$ cat src/rtl/dll_lock_ctrl.sv
// dll_lock_ctrl: DLL acquisition/lock FSM steering a delay-line code from phase-detector votes.
// Optional DLL_LOCK_CTRL_FREEZE_EN adds a freeze input that holds the loop while locked.
module dll_lock_ctrl #(
  parameter int CODE_W  = 6,
  parameter int FILT_TH = 4,
  parameter int REV_N   = 4,
  parameter int LOSS_N  = 3
) (
  input  logic              clk,
  input  logic              rst_n,
  input  logic              ena,
  input  logic              start,
  input  logic [CODE_W-1:0] code_init,
  input  logic              pd_early,
  input  logic              pd_late,
`ifdef DLL_LOCK_CTRL_FREEZE_EN
  input  logic              freeze,
`endif
  output logic [CODE_W-1:0] code,
  output logic              locked,
  output logic [1:0]        state,
  output logic              err_sat
);
  localparam int RW = $clog2(REV_N + 1);
  localparam int LW = $clog2(LOSS_N + 1);
  localparam int AW = $clog2(FILT_TH + 1) + 1;
  localparam logic signed [AW-1:0] TH_P = AW'(FILT_TH);
  localparam logic signed [AW-1:0] TH_N = -TH_P;
  localparam logic signed [AW-1:0] A_P1 = AW'(1);
  localparam logic signed [AW-1:0] A_M1 = -A_P1;

  typedef enum logic [1:0] {IDLE, ACQ, LOCK, FAULT} st_t;

  st_t                    r_state, w_ns;
  logic [CODE_W-1:0]      r_code, w_code;
  logic                   r_locked, r_err, w_err;
  logic signed [AW-1:0]   r_acc, w_acc, w_sum;
  logic [RW-1:0]          r_rev, w_rev, w_rev_inc;
  logic [LW-1:0]          r_run, w_run, w_run_nx;
  logic                   r_dir, w_dir, r_dv, w_dv;
  logic                   w_up, w_dn, w_sat, w_frz;

  assign w_up      = pd_early & ~pd_late;
  assign w_dn      = pd_late & ~pd_early;
  assign w_sat     = (w_up && r_code == '1) || (w_dn && r_code == '0);
  assign w_sum     = r_acc + (w_up ? A_P1 : A_M1);
  assign w_rev_inc = r_rev + RW'(1);
  // run length restarts at 1 on the first step after entry or on a direction change
  assign w_run_nx  = (r_dv && r_dir == w_up) ? r_run + LW'(1) : LW'(1);
`ifdef DLL_LOCK_CTRL_FREEZE_EN
  assign w_frz = freeze;
`else
  assign w_frz = 1'b0;
`endif

  always_comb begin
    w_ns   = r_state;
    w_code = r_code;
    w_err  = r_err;
    w_acc  = r_acc;
    w_rev  = r_rev;
    w_run  = r_run;
    w_dir  = r_dir;
    w_dv   = r_dv;
    if (ena && start) begin
      w_ns   = ACQ;
      w_code = code_init;
      w_err  = 1'b0;
      w_acc  = '0;
      w_rev  = '0;
      w_run  = '0;
      w_dv   = 1'b0;
    end else if (ena) begin
      case (r_state)
        ACQ: if (w_up || w_dn) begin
          if (w_sat) begin
            w_ns  = FAULT;
            w_err = 1'b1;
          end else begin
            w_code = w_up ? r_code + 1'b1 : r_code - 1'b1;
            w_dir  = w_up;
            w_dv   = 1'b1;
            if (r_dv && r_dir != w_up) begin
              w_rev = w_rev_inc;
              if (w_rev_inc == RW'(REV_N)) begin
                w_ns  = LOCK;
                w_rev = '0;
                w_run = '0;
                w_acc = '0;
                w_dv  = 1'b0;
              end
            end
          end
        end
        LOCK: if (!w_frz && (w_up || w_dn)) begin
          if (w_sum != TH_P && w_sum != TH_N) begin
            w_acc = w_sum;
          end else if (w_sat) begin
            w_ns  = FAULT;
            w_err = 1'b1;
            w_acc = '0;
          end else begin
            w_code = w_up ? r_code + 1'b1 : r_code - 1'b1;
            w_acc  = '0;
            w_dir  = w_up;
            w_dv   = 1'b1;
            w_run  = w_run_nx;
            if (w_run_nx == LW'(LOSS_N)) begin
              w_ns  = ACQ;
              w_run = '0;
              w_rev = '0;
              w_dv  = 1'b0;
            end
          end
        end
        default: ;
      endcase
    end
  end

  always_ff @(posedge clk or negedge rst_n) begin
    if (!rst_n) begin
      r_state  <= IDLE;
      r_code   <= '0;
      r_locked <= 1'b0;
      r_err    <= 1'b0;
      r_acc    <= '0;
      r_rev    <= '0;
      r_run    <= '0;
      r_dir    <= 1'b0;
      r_dv     <= 1'b0;
    end else begin
      r_state  <= w_ns;
      r_code   <= w_code;
      r_locked <= (w_ns == LOCK);
      r_err    <= w_err;
      r_acc    <= w_acc;
      r_rev    <= w_rev;
      r_run    <= w_run;
      r_dir    <= w_dir;
      r_dv     <= w_dv;
    end
  end

  assign code    = r_code;
  assign locked  = r_locked;
  assign state   = r_state;
  assign err_sat = r_err;
endmodule

$ cat config.mk
export PLATFORM = sky130hd
export DESIGN_NAME = dll_lock_ctrl
export DESIGN_NICKNAME = d
export VERILOG_FILES = /design/src/rtl/dll_lock_ctrl.sv
export SDC_FILE = /design/constraint.sdc
export NUM_CORES = 1
export LEC_CHECK = 0
export ABC_AREA = 0
export BUFFER_PORTS_ARGS = -buffer_cell sky130_fd_sc_hd__buf_2
export CORE_MARGIN = 2
export CORE_UTILIZATION = 57
export DETAILED_ROUTE_END_ITERATION = 12
export PLACE_DENSITY_LB_ADDON = 0.05
export SLEW_MARGIN = 10
export SYNTH_ARGS = -nofsm -noshare
export SYNTH_HDL_FRONTEND = slang
export SYNTH_SLANG_ARGS = --single-unit
$ cat constraint.sdc
create_clock -name clk -period 2.6 [get_ports clk]
set_input_delay 0.13 -clock clk [delete_from_list [all_inputs] [get_ports clk]]
set_output_delay 0.13 -clock clk [all_outputs]
set_load 0.01 [all_outputs]
# == Word level (Yosys, flattened, before mapping) ==
# Index checks and enable logic that the tools add are counted.
# totals
reg_bits,21
in_bits,12
out_inout_bits,10
elab_cells,133
# classes
addsub,5
n_eq_ne,21
muxes,75
bitwise_logic,5
n_reduce_logical,18
# ops
op,count
2-to-1 mux 2 bit,21
2-to-1 mux 6 bit,7
2-to-1 mux 4 bit,9
2-to-1 mux 3 bit,10
!= test 3 bit (second input constant),8
2-to-1 mux 1 bit,20
AND reduction 9 bit,2
AND reduction 7 bit,2
case mux 6 bit (2 select lines),1
case mux 2 bit (2 select lines),2
case mux 4 bit (2 select lines),1
adder 6 x 1 -> 6 bit (second input constant),1
== test 2 bit (second input constant),3
== test 6 bit (second input constant),1
logical AND 1 bit,6
zero test 6 bit,1
!= test 2 bit (second input constant),3
case mux 1 bit (2 select lines),3
case mux 3 bit (2 select lines),1
AND reduction 6 bit,1
subtractor 6 x 1 -> 6 bit (second input constant),1
AND reduction 5 bit,1
adder 4 bit,1
!= test 4 x 3 -> 1 bit (second input constant),1
other kinds (12),17

# == Depth between registers and ports, before layout ==
# logic_depth
depth_word,14
depth_mapped,13
ltp_nobuf,11

# == Worst setup path after synthesis ==
# Ideal clock, no wire load.
# synth_path
path_kind,in2reg
startpoint,in pd_late
endpoint,reg r_run[0]
setup_ns,0.128
t_arrival_ns,2.446
t_required_ns,2.472
path_slack_ns,0.026
cell_stages,12
n_path_buf,1
cell_sequence,inv_1 > ha_1 > buf_6 > inv_1 > ha_1 > ha_1 > or3b_1 > mux2i_4 > o311a_4 > o31ai_4 > a31oi_1 > mux2_1
# synth_via
elab_chain_len,13
word_cells_on_any_way,32
classes_between,add/sub (1); eq/ne (11); mux (9); bitwise (3); reduce/logical (8)
# synth_rtl
element,line_no,source
start: declaration,15,"input logic pd_late,"
inverter 1 bit *,43,assign w_up = pd_early & ~pd_late;
AND 1 bit *,43,
net w_up,41,"logic w_up, w_dn, w_sat, w_frz;"
== test 1 bit,49,assign w_run_nx = (r_dv && r_dir == w_up) ? r_run + LW'(1) : LW'(1);
logical AND 1 bit,49,
2-to-1 mux 2 bit,49,
== test 2 bit,108,if (w_run_nx == LW'(LOSS_N)) begin
2-to-1 mux 2 bit,108,
2-to-1 mux 2 bit,98,end else if (w_sat) begin
2-to-1 mux 2 bit,96,if (w_sum != TH_P && w_sum != TH_N) begin
2-to-1 mux 2 bit,95,LOCK: if (!w_frz && (w_up || w_dn)) begin
case mux 2 bit (2 select lines),74,case (r_state)
2-to-1 mux 2 bit,73,end else if (ena) begin
2-to-1 mux 2 bit,65,if (ena && start) begin
end signal: assignment,139,r_run <= w_run;
end: declaration,39,"logic [LW-1:0] r_run, w_run, w_run_nx;"
# The timed path passes the listed nets; every way through them passes the cells marked *. The select of a mux whose other input is x is not followed.
# A chain may end at the register's enable or synchronous reset.

# == Final worst setup path ==
# layout_path
startpoint,reg r_acc[0]
endpoint,reg r_run[0]
# layout_via
elab_chain_len,5
word_cells_on_any_way,6
classes_between,add/sub (1); eq/ne (3); reduce/logical (2)
# layout_rtl
element,line_no,source
start: declaration,37,"logic signed [AW-1:0] r_acc, w_acc, w_sum;"
start signal: assignment,137,r_acc <= w_acc;
adder 4 bit *,46,assign w_sum = r_acc + (w_up ? A_P1 : A_M1);
!= test 4 bit / != test 4 x 3 -> 1 bit (equally long branches),96,
logical AND 1 bit *,96,
!= test 3 bit (no source line) *,--,
AND reduction 9 bit (no source line) *,--,
# Mark *: on every way between the ends. The rest lies on a longest branch, timed or not.

==> summary.md <==
| Metric | Value |
|---|---|
| Mapped Cells | `166` |
| Vias in the first global route | `1,349` |
| CP endpoint kind | `flop` |
| Synth Area in Adders | `0.1231` |
| Root Driver | `clkbuf_4` |
| Gate power share | `0.485` |
| Layout Utilization | `0.6969` |
| Main synth FF type | `dfrtp_1` |
| Clk slew on worst S/H paths | `120 ps` |
| Worst hold-check path type | `in -> reg` |
| Rows | `18` |
| Total gr overflow | `0` |
| Tcrit/Tclk final | `0.9526` |
| Static leakage | `0.8155 nW` |
| Wirelength, routed | `roughly 3.5 mm` |
| Largest family of logic cells by synthesized area | `simple AND/OR/NAND/NOR gates` |
| Layout cell share with drive strength beyond 1 | `0.2073` |
| Int Pwr | `0.7752 mW` |
| Die ar. | `3143 um^2` |
| Final net count | `220` |
| Post-synthesis xor/xnor area fraction | `0.04615` |
| Routability-driven placement congestion ratio | `about 0.85` |
| FFs w/ async S/R, synth | `1.000` |
| IO Pins | `22` |
| Worst slew pin tran | `about 660 ps` |
| Largest net degree at the start of global routing | `21` |
| Crit path max-delay cell type | `fa_1` |
| Worst Path Required | `2800 ps` |
| Final-report setup violation count | `0` |
| Starting Density | `0.6126` |
| Clk_skew | `3.641 ps` |
| TNS Setup | `0 ps` |
| CP Cell Sequence | `inv_1 -> fa_1 -> xnor2_4 -> mux2i_4 -> o311a_4 -> o31ai_4 -> a31oi_2 -> mux2_1` |
| Clk sinks | `20` |
| Hpwl dp | `approximately 2.7 mm` |
| Max-cap violation count | `0` |
| Most frequent cells in the layout | `buf_2 (21), dfrtp_1 (20), nand2_1 (18)` |
| Most common library cell in the layout ignoring fill and taps | `buf_2` |
| DRT Pass-1 Iters | `4` |
| Starting DRT DRC Count | `64` |
| Power per cell area | `756.1 nW/um^2` |
| Final Hold Vio Count | `0` |
| Seq pwr share | `0.373` |
| CP max stage delay | `510 ps` |
| EDFF count, synth | `0` |
| Sequential fraction of the synthesis area | `0.3239` |
| Total GRT Usage | `0.2467` |
| Status | `complete, no violations` |
| First-pass GRT wire length | `6.237 mm` |
| Worst path arrival time | `between 2000 and 3000 ps` |
| Ys Warns | `0` |
| Port bufs | `21` |
| Post-DRT Antenna Nets | `0` |
| Fin. max-slew vios | `0` |
| RSZ-0062 raised after global routing | `false` |
| Initial antenna violation count | `0` |
| Syn nets | `192` |
| Rel. slew slack | `0.5588` |
| Inst Count DP | `between 200 and 250` |
| Non-Filler Instances | `223` |
| Clock Tree Buf Depth | `2` |
| Via count | `1,358` |
| Seq cells post-synth | `20` |
| Psw | `~0.55 mW` |
| Worst slack, placed | `-20.91 ps` |
| Fmax | `403.7 MHz` |
| Via/cell ratio | `6.090` |
| Die width | `about 56 um` |
| Worst skew pair latency | `roughly 310 ps` |
| Syn avg cell area | `a little over 9 um^2` |
| Post-route minimum period | `2477 ps` |
| Setup WS post-layout | `between 100 and 150 ps` |
| Clock tree from TritonCTS | `yes` |
| H-tree depth | `1` |
| N_diodes | `0` |
| Overall power | `approximately 1.3 mW` |
| Total CTS buffers | `3` |
| Cell area after synthesis | `around 1500 um^2` |
| Core area | `2522 um^2` |
| Routed wire per std cell | `15.68 um` |
| Switching Fraction | `0.4168` |
| Peak supply drop | `0.5060 mV` |
| Count of cell types in the netlist | `50` |
| Startpoint types | `flop` |
| Critical Path Fanout Max | `6` |
| Clock power frac | `0.142` |
| Compound-Gate Fraction of Synth Area | `0.1943` |
| Crit Path Class | `reg -> reg` |
| Area growth from synthesis to layout | `13.77%` |
| Post-synthesis mux area share | `0.06397` |
| DRC errors left | `0` |
| Simple-Gate Fraction of Synth Area | `0.2089` |
| Die H | `56.07 um` |
-- power groups by stage --
stage	clock (mW)	combinational (mW)	sequential, mW
after floorplan	0	0.445	0.499
after global placement	0	0.603	0.491
after detailed placement	0	0.635	0.499
after CTS	0.193	0.641	0.494
after global routing	0.206	0.739	0.511
final	0.188	0.645	0.496
-- Yosys cell counts (all sizes together), types with 4 or more instances --
cell type	count	area, um^2
nor2	13	48.80
o21ai	14	70.07
nand2	18	67.56
a21oi	8	40.04
mux2	5	56.30
xnor2	4	53.81
dfrtp	20	500.5
nor3	4	20.02
ha	12	150.1
inv	9	33.78
-- metrics by stage --
stage	instance area (um^2)	hold WS [ps]
2_1_floorplan	1545	-165.6
3_3_place_gp	1705	105.6
3_5_place_dp	1705	111.9
4_1_cts	1752	75.23
5_1_grt	1758	85.47
6_report	1758	69.36
-- critical path: cells and delay by family (launching register included) --
kind / cells / cell delay [ps]
compound gates: 3 / 530
fa+ha+maj: 1 / 510
buf+inv: 1 / 90
flops: 1 / 390
mux: 2 / 630
xor+xnor: 1 / 230
-- flip-flops by register name, indices dropped and copies added, names as in the netlist --
name	count
code	6
err_sat	1
locked	1
r_acc	3
r_dir	1
r_dv	1
r_rev	3
r_run	2
state	2
-- layer usage --
layer | global-route usage | wire, um | vias up
li1 | - | - | 654
met1 | 0.3314 | 1612 | 649
met2 | 0.3933 | 1634 | 45
met3 | 0.03488 | 156 | 10
met4 | 0.1088 | 93 | 0
met5 | 0 | 0 | -
-- what timing repair did --
item                                   in CTS  in global routing
endpoints found under the hold margin      20                  0
hold buffers                                1                  0
buffers inserted                            0                  0
setup endpoints to repair                   0                  2
gates resized for setup                     0                  1
-- logic make-up (layout without fill, tap and decap cells) --
group | Yosys count | count (layout)
and+or+nand+nor | 61 | 61
AOI/OAI and AO/OA | 43 | 43
DFF | 20 | 20
adders and majority gates | 14 | 14
buffers and inverters | 14 | 41
muxes | 8 | 8
xor gates and xnor gates | 6 | 6
-- cell type report --
type	instances	area [um^2]
Sequential cell	20	500.5
Inverter	9	33.78
Multi-Input combinational cell	132	989.7
Timing Repair Buffer	28	160.2
Fill cell	204	764.5
Tap cell	30	37.54
Clock buffer	4	36.28
-- path summary, 6_finish.rpt --
| kind | cells after the start | start | slack [ps] | end |
|---|---|---|---|---|
| setup / recovery | 8 | r_acc[0]$_DFFE_PN0P_ | 120 | r_run[0]$_DFFE_PN0P_ |
| hold / removal | 3 | code_init[0] | 70 | code[0]$_DFFE_PN0P_ |
| setup reg to reg | 8 | r_acc[0]$_DFFE_PN0P_ | 120 | r_run[0]$_DFFE_PN0P_ |
| hold reg to reg | 2 | err_sat$_DFFE_PN0P_ | 510 | err_sat$_DFFE_PN0P_ |
| max in group asynchronous | 2 | rst_n | 2000 | r_rev[2]$_DFFE_PN0P_ |
| min in group asynchronous | 2 | rst_n | 290 | r_acc[1]$_DFFE_PN0P_ |
Power figures use the tool's default switching activity.
